File: config.mk
export PLATFORM = sky130hd
export DESIGN_NAME = aes_key_schedule_seq
export DESIGN_NICKNAME = d
export VERILOG_FILES = /design/src/rtl/aes_key_schedule_seq.sv
export SDC_FILE = /design/constraint.sdc
export NUM_CORES = 2
export LEC_CHECK = 0
export BUFFER_PORTS_ARGS = -buffer_cell sky130_fd_sc_hd__buf_2
export CAP_MARGIN = 25
export CORE_AREA = 8 8 443 619
export DETAILED_ROUTE_END_ITERATION = 10
export DIE_AREA = 0 0 451 627
export GPL_TIMING_DRIVEN = 0
export SLEW_MARGIN = 40
export SYNTH_ARGS = -nofsm -noshare
export SYNTH_HDL_FRONTEND = slang
export SYNTH_SLANG_ARGS = --single-unit
File: constraint.sdc
create_clock -name clock -period 18.4 [get_ports clock]
set_input_delay 0.92 -clock clock [delete_from_list [all_inputs] [get_ports clock]]
set_output_delay 0.92 -clock clock [all_outputs]
set_load 0.02 [all_outputs]
File: src/rtl/aes_key_schedule_seq.sv
// AES-128 key expansion engine: one round key per handshake, with an 11-entry
// round-key table that the inverse cipher reads back in any order.

package aes_pkg;

    // GF(2^8) multiply modulo x^8 + x^4 + x^3 + x + 1
    function automatic logic [7:0] gf_mul(input logic [7:0] a, input logic [7:0] b);
        logic [7:0] p;
        logic [7:0] aa;
        p  = 8'h00;
        aa = a;
        for (int i = 0; i < 8; i++) begin
            if (b[i]) p = p ^ aa;
            aa = {aa[6:0], 1'b0} ^ (aa[7] ? 8'h1b : 8'h00);
        end
        return p;
    endfunction

    // S-box: multiplicative inverse (x^254, which maps 0 to 0) followed by the affine map
    function automatic logic [7:0] sbox(input logic [7:0] x);
        logic [7:0] sq;
        logic [7:0] inv;
        sq  = gf_mul(x, x);
        inv = sq;
        for (int i = 0; i < 6; i++) begin
            sq  = gf_mul(sq, sq);
            inv = gf_mul(inv, sq);
        end
        return inv ^ {inv[6:0], inv[7]} ^ {inv[5:0], inv[7:6]}
                   ^ {inv[4:0], inv[7:5]} ^ {inv[3:0], inv[7:4]} ^ 8'h63;
    endfunction

    function automatic logic [31:0] sub_word(input logic [31:0] w);
        return {sbox(w[31:24]), sbox(w[23:16]), sbox(w[15:8]), sbox(w[7:0])};
    endfunction

    function automatic logic [7:0] rcon(input logic [3:0] i);
        case (i)
            4'd1:    return 8'h01;
            4'd2:    return 8'h02;
            4'd3:    return 8'h04;
            4'd4:    return 8'h08;
            4'd5:    return 8'h10;
            4'd6:    return 8'h20;
            4'd7:    return 8'h40;
            4'd8:    return 8'h80;
            4'd9:    return 8'h1b;
            4'd10:   return 8'h36;
            default: return 8'h00;
        endcase
    endfunction

    // One key-expansion step from w0..w3 (w0 in the top word)
    function automatic logic [127:0] next_round_key(input logic [127:0] k, input logic [7:0] rc);
        logic [31:0] t;
        logic [31:0] w0;
        logic [31:0] w1;
        logic [31:0] w2;
        logic [31:0] w3;
        t  = sub_word({k[23:0], k[31:24]}) ^ {rc, 24'h000000};
        w0 = k[127:96] ^ t;
        w1 = k[95:64]  ^ w0;
        w2 = k[63:32]  ^ w1;
        w3 = k[31:0]   ^ w2;
        return {w0, w1, w2, w3};
    endfunction

endpackage

module aes_key_schedule_seq #(
    parameter int NUM_ROUNDS = 10,
    parameter int KEY_W      = 128
) (
    input  logic             clock,
    input  logic             reset_n,
    input  logic             start,
    input  logic [KEY_W-1:0] key_in,
    output logic             rk_valid,
    input  logic             rk_ready,
    output logic [KEY_W-1:0] round_key,
    output logic [3:0]       rk_index,
    output logic             busy,
    output logic             table_valid,
    input  logic [3:0]       rd_index,
    output logic [KEY_W-1:0] rd_key
);
    import aes_pkg::*;

    localparam logic [1:0] S_IDLE   = 2'd0;
    localparam logic [1:0] S_LOAD   = 2'd1;
    localparam logic [1:0] S_EXPAND = 2'd2;
    localparam logic [1:0] S_HOLD   = 2'd3;

    localparam logic [3:0] LAST_IDX = 4'(NUM_ROUNDS);

    logic [1:0]       state_q, state_d;
    logic [KEY_W-1:0] work_q, work_d;
    logic [KEY_W-1:0] round_key_q, round_key_d;
    logic [3:0]       rk_index_q, rk_index_d;
    logic             rk_valid_q, rk_valid_d;
    logic             table_valid_q, table_valid_d;
    logic [KEY_W-1:0] rd_key_q;

    logic [KEY_W-1:0] table_q [0:NUM_ROUNDS];
    logic             tbl_we;
    logic [3:0]       tbl_waddr;
    logic [KEY_W-1:0] tbl_wdata;

    logic [3:0]       idx_next;
    logic [KEY_W-1:0] next_key;
    logic             handshake;

    assign idx_next  = rk_index_q + 4'd1;
    assign next_key  = next_round_key(work_q, rcon(idx_next));
    assign handshake = rk_valid_q && rk_ready;

    // Next-state and table-write decode for the four-state sequencer
    always_comb begin
        // NOTE: every signal gets a default here so no path leaves it unassigned (no latches).
        state_d       = state_q;
        work_d        = work_q;
        round_key_d   = round_key_q;
        rk_index_d    = rk_index_q;
        rk_valid_d    = rk_valid_q;
        table_valid_d = table_valid_q;
        tbl_we        = 1'b0;
        tbl_waddr     = idx_next;
        tbl_wdata     = next_key;
        case (state_q)
            S_IDLE: begin
                if (start) begin
                    work_d        = key_in;
                    table_valid_d = 1'b0;
                    tbl_we        = 1'b1;
                    tbl_waddr     = 4'd0;
                    tbl_wdata     = key_in;
                    state_d       = S_LOAD;
                end
            end
            S_LOAD: begin
                round_key_d = work_q;
                rk_index_d  = 4'd0;
                rk_valid_d  = 1'b1;
                state_d     = S_HOLD;
            end
            S_HOLD: begin
                if (handshake) begin
                    rk_valid_d = 1'b0;
                    state_d    = (rk_index_q == LAST_IDX) ? S_IDLE : S_EXPAND;
                end
            end
            S_EXPAND: begin
                work_d      = next_key;
                round_key_d = next_key;
                rk_index_d  = idx_next;
                rk_valid_d  = 1'b1;
                tbl_we      = 1'b1;
                if (idx_next == LAST_IDX) table_valid_d = 1'b1;
                state_d     = S_HOLD;
            end
            default: state_d = S_IDLE;
        endcase
    end

    // Sequencer state and output registers with asynchronous clear
    always_ff @(posedge clock or negedge reset_n) begin
        // NOTE: state registers use non-blocking assignments so all updates land together at the edge.
        if (!reset_n) begin
            state_q       <= S_IDLE;
            work_q        <= '0;
            round_key_q   <= '0;
            rk_index_q    <= 4'd0;
            rk_valid_q    <= 1'b0;
            table_valid_q <= 1'b0;
            rd_key_q      <= '0;
        end else begin
            state_q       <= state_d;
            work_q        <= work_d;
            round_key_q   <= round_key_d;
            rk_index_q    <= rk_index_d;
            rk_valid_q    <= rk_valid_d;
            table_valid_q <= table_valid_d;
            rd_key_q      <= (rd_index <= LAST_IDX) ? table_q[rd_index] : '0;
        end
    end

    // Round-key table write port
    always_ff @(posedge clock) begin
        // NOTE: the table has no reset; table_valid marks its contents stale instead.
        if (tbl_we) table_q[tbl_waddr] <= tbl_wdata;
    end

    assign rk_valid    = rk_valid_q;
    assign round_key   = round_key_q;
    assign rk_index    = rk_index_q;
    assign busy        = (state_q != S_IDLE);
    assign table_valid = table_valid_q;
    assign rd_key      = rd_key_q;

endmodule
==> flow_summary.toml <==
[status]
status = "finished, final reports clean"

[route]
ant_nets = 0
via_per_inst = 6.12
dr.first_iter.drc_count = 11000
first_pass_iters = 7
wire_per_inst_um = 29.3
post-route-drc-count = 0
wl_um = 486000
vias = 101000

[logic_synthesis]
ys_ff_latch = 1800
synth_edf_count = 1408
synthFlopType = "edfxtp_1"
synthArstFlopShare_pct = 21.8
yosys_warnings = 0
syn-cell-area_sq_um = 129000
syn_avg_cell_area_sq_um = 10.7
synth_nets = 12300
ys_seq_area_share_pct = 40.4
synthCells = 12100
ys_types = 116

[die]
io_pins = 399
num_rows = 224
start_util_pct = 48.7
core_area_sq_um = 265000
fp.dieH_um = 627
die_w_um = 451
die-area_sq_um = 283000

[worst_setup_path]
critPathLaunchType = "register"
path_buf_inv = 6
crit_fanout = 10
max_stage_delay_ns = 0.75
crit_family = "XOR/XNOR gates"
critPathArrivalTime_ns = 18.70
end_kind = "register"
critPathKind = "register to register"
crit_slowest_cell = "xor3_1"
crit_path_frequent_cell = "xnor3_1"
cp.required_ns = 19.21

[global_route]
grt_use_total_pct = 33.1
grt_start_max_net_pins = 73
grt_first_pass_wirelength_um = 695000
grt_pass1_vias = 98600
grt_overflow_total = 0
antenna_found_initial = 62

[timing]
min_period_ns = 17.89
final.setup.tns_ns = 0
slew-limit-headroom_pct = 34.1
drv_slew = 0
skew_ns = 0.0644
fmax_mhz = 55.9
period_share_pct = 97.2
timing.final.hold_violations = 0
worstMarginPinSlew_ns = 0.981
setup_violations = 0

[clocking]
cts_buffers = 175
cts_buffer_depth = 3
clock_latency_ns = 0.90
clock-sinks = 1800
cts_tree = "done"
cts_max_level = 4
clockRootBuffer = "clkbuf_16"
path_clk_slew_ns = 0.07

[placed_design]
io_buffer_count = 396
gp_congestion = 0.993
dp_hpwl_um = 373000
place_area_sq_um = 140000

[layout]
area_delta_synth_final_pct = 16.2
drive_above_1_share_pct = 18.2
postLayoutCoreUtil_pct = 56.6
final_cell_area_sq_um = 150000
nets = 13100

[run]
cap_violations = 0

[worst_hold_path]
worstHoldPathType = "input pin to register"
[worst reg2reg max path, delay by kind of cell, from the launching register on]
kind,cells,cell delay [ns]
buffers and inverters,6,1.25
AOI/OAI and AO/OA,9,1.82
muxes,3,0.76
and+or+nand+nor,7,1.41
DFF,1,0.48
adders and majority gates,2,0.81
xor gates and xnor gates,26,11.30
[cell families (layout without fill, tap and decap cells)]
| logic type | count (synthesis) | in the layout | synth area share, % |
|---|---|---|---|
| AO/OA/AOI/OAI | 2164 | 2164 | 10.5 |
| XOR/XNOR | 2747 | 2747 | 24.6 |
| adder cells (fa/ha/maj) | 31 | 31 | 0.295 |
| buffers and inverters | 958 | 1912 | 3.07 |
| flip-flops | 1800 | 1800 | 40.4 |
| multiplexers | 914 | 914 | 9.75 |
| other | 0 | 33 | 0 |
| AND/OR/NAND/NOR | 3479 | 3479 | 11.4 |
[cells in the mapped netlist, drive strengths merged (31+ instances only)]
| cell | count | share of area, % |
|---|---|---|
| xor3 | 51 | 0.96 |
| mux2i | 506 | 3.9 |
| nand2b | 87 | 0.42 |
| nand3 | 180 | 0.70 |
| and2 | 58 | 0.28 |
| dfrtp | 392 | 7.6 |
| mux4 | 259 | 4.5 |
| o22ai | 270 | 1.3 |
| o21a | 31 | 0.18 |
| o211ai | 68 | 0.40 |
| a211oi | 91 | 0.53 |
| a221oi | 40 | 0.30 |
| a31oi | 83 | 0.41 |
| a21oi | 663 | 2.6 |
| inv | 123 | 0.36 |
| a22oi | 56 | 0.33 |
| xnor3 | 376 | 6.6 |
| nor3 | 267 | 1.0 |
| xor2 | 529 | 4.0 |
| or3 | 32 | 0.16 |
| nand2 | 995 | 2.9 |
| xnor2 | 1791 | 13 |
| o22a | 69 | 0.47 |
| nor2 | 1622 | 4.7 |
| buf | 270 | 1.1 |
| and3 | 68 | 0.33 |
| clkbuf | 555 | 1.6 |
| o21ai | 481 | 1.9 |
| nor2b | 61 | 0.30 |
| edfxtp | 1408 | 33 |
| o221ai | 39 | 0.26 |
| mux2 | 149 | 1.3 |
[final cells by class]
type / count / area (sq um)
inverters: 132 / 500
flip-flops and latches: 1800 / 52100
diodes: 33 / 82.6
fillers: 22600 / 115000
repair buffers: 627 / 6020
well taps: 3503 / 4380
plain buffers: 822 / 3650
clock buffers: 236 / 4880
clock inverters: 95 / 1230
multi-input cells: 9335 / 77100
[layer usage]
| layer | global-route usage (%) | up-vias | share of wire [%] | wire length (um) |
|---|---|---|---|---|
| met5 | 0 | - | 0.021 | 104 |
| met4 | 17.7 | 16 | 6.6 | 32000 |
| met3 | 7.58 | 1087 | 9.0 | 43900 |
| met2 | 54.7 | 4947 | 47 | 229000 |
| met1 | 40.4 | 50500 | 37 | 182000 |
| li1 | - | 44800 | - | - |
[final timing paths]
path / startpoint / to / slack [ns] / depth (start not counted)
worst max-delay path: work_q[31] / round_key[4] / 0.51 / 53
worst min-delay path: key_in[102] / work_q[102] / 0.39 / 3
worst max register to register: work_q[31] / round_key[4] / 0.51 / 53
worst min register to register: round_key[81] / round_key[81] / 0.50 / 1
max in group asynchronous: reset_n / work_q[123] / 16.10 / 6
min in group asynchronous: reset_n / rd_key[40] / 0.54 / 2
[what timing repair did]
item | in CTS | in global routing
gates resized for setup | 227 | 214
setup endpoints to repair | 1654 | 1634
buffers inserted | 20 | 55
hold endpoints to repair | 37 | 0
pin swaps | 15 | 30
hold buffers | 1 | 0
[registers in the layout, summed over array words and instances, names as in the netlist]
| name | count |
|---|---|
| rd_key | 128 |
| rk_index | 4 |
| round_key | 128 |
| table_q | 1408 |
| table_valid | 1 |
| rk_valid | 1 |
| state_q | 2 |
| work_q | 128 |
[metrics by stage]
stage | cells | worst slack [ns] | hold WS (ns)
after floorplan | 12100 | 2.27 | 0.473
after global placement | 16000 | -5.59 | 0.487
after detailed placement | 16100 | -3.78 | 0.490
after CTS | 16500 | 0.00411 | 0.359
after global routing | 16600 | -0.0887 | 0.407
final | 16600 | 0.513 | 0.390
[placed cells by master, fill, tap and decap left out, types with 144 or more instances in the layout]
cell       instances
nor2_1          1563
xnor2_1         1431
edfxtp_1        1408
nand2_1          989
a21oi_1          617
buf_2            552
mux2i_1          501
clkbuf_1         491
xor2_1           424
o21ai_0          424
dfrtp_1          392
xnor3_1          332
xnor2_2          269
o22ai_1          269
nor3_1           263
mux4_2           259
nand3_1          180
clkbuf_16        176
mux2_2           144
Power is not shown: default switching activity piles up to over one toggle a cycle in this logic, so the estimate is an artifact.
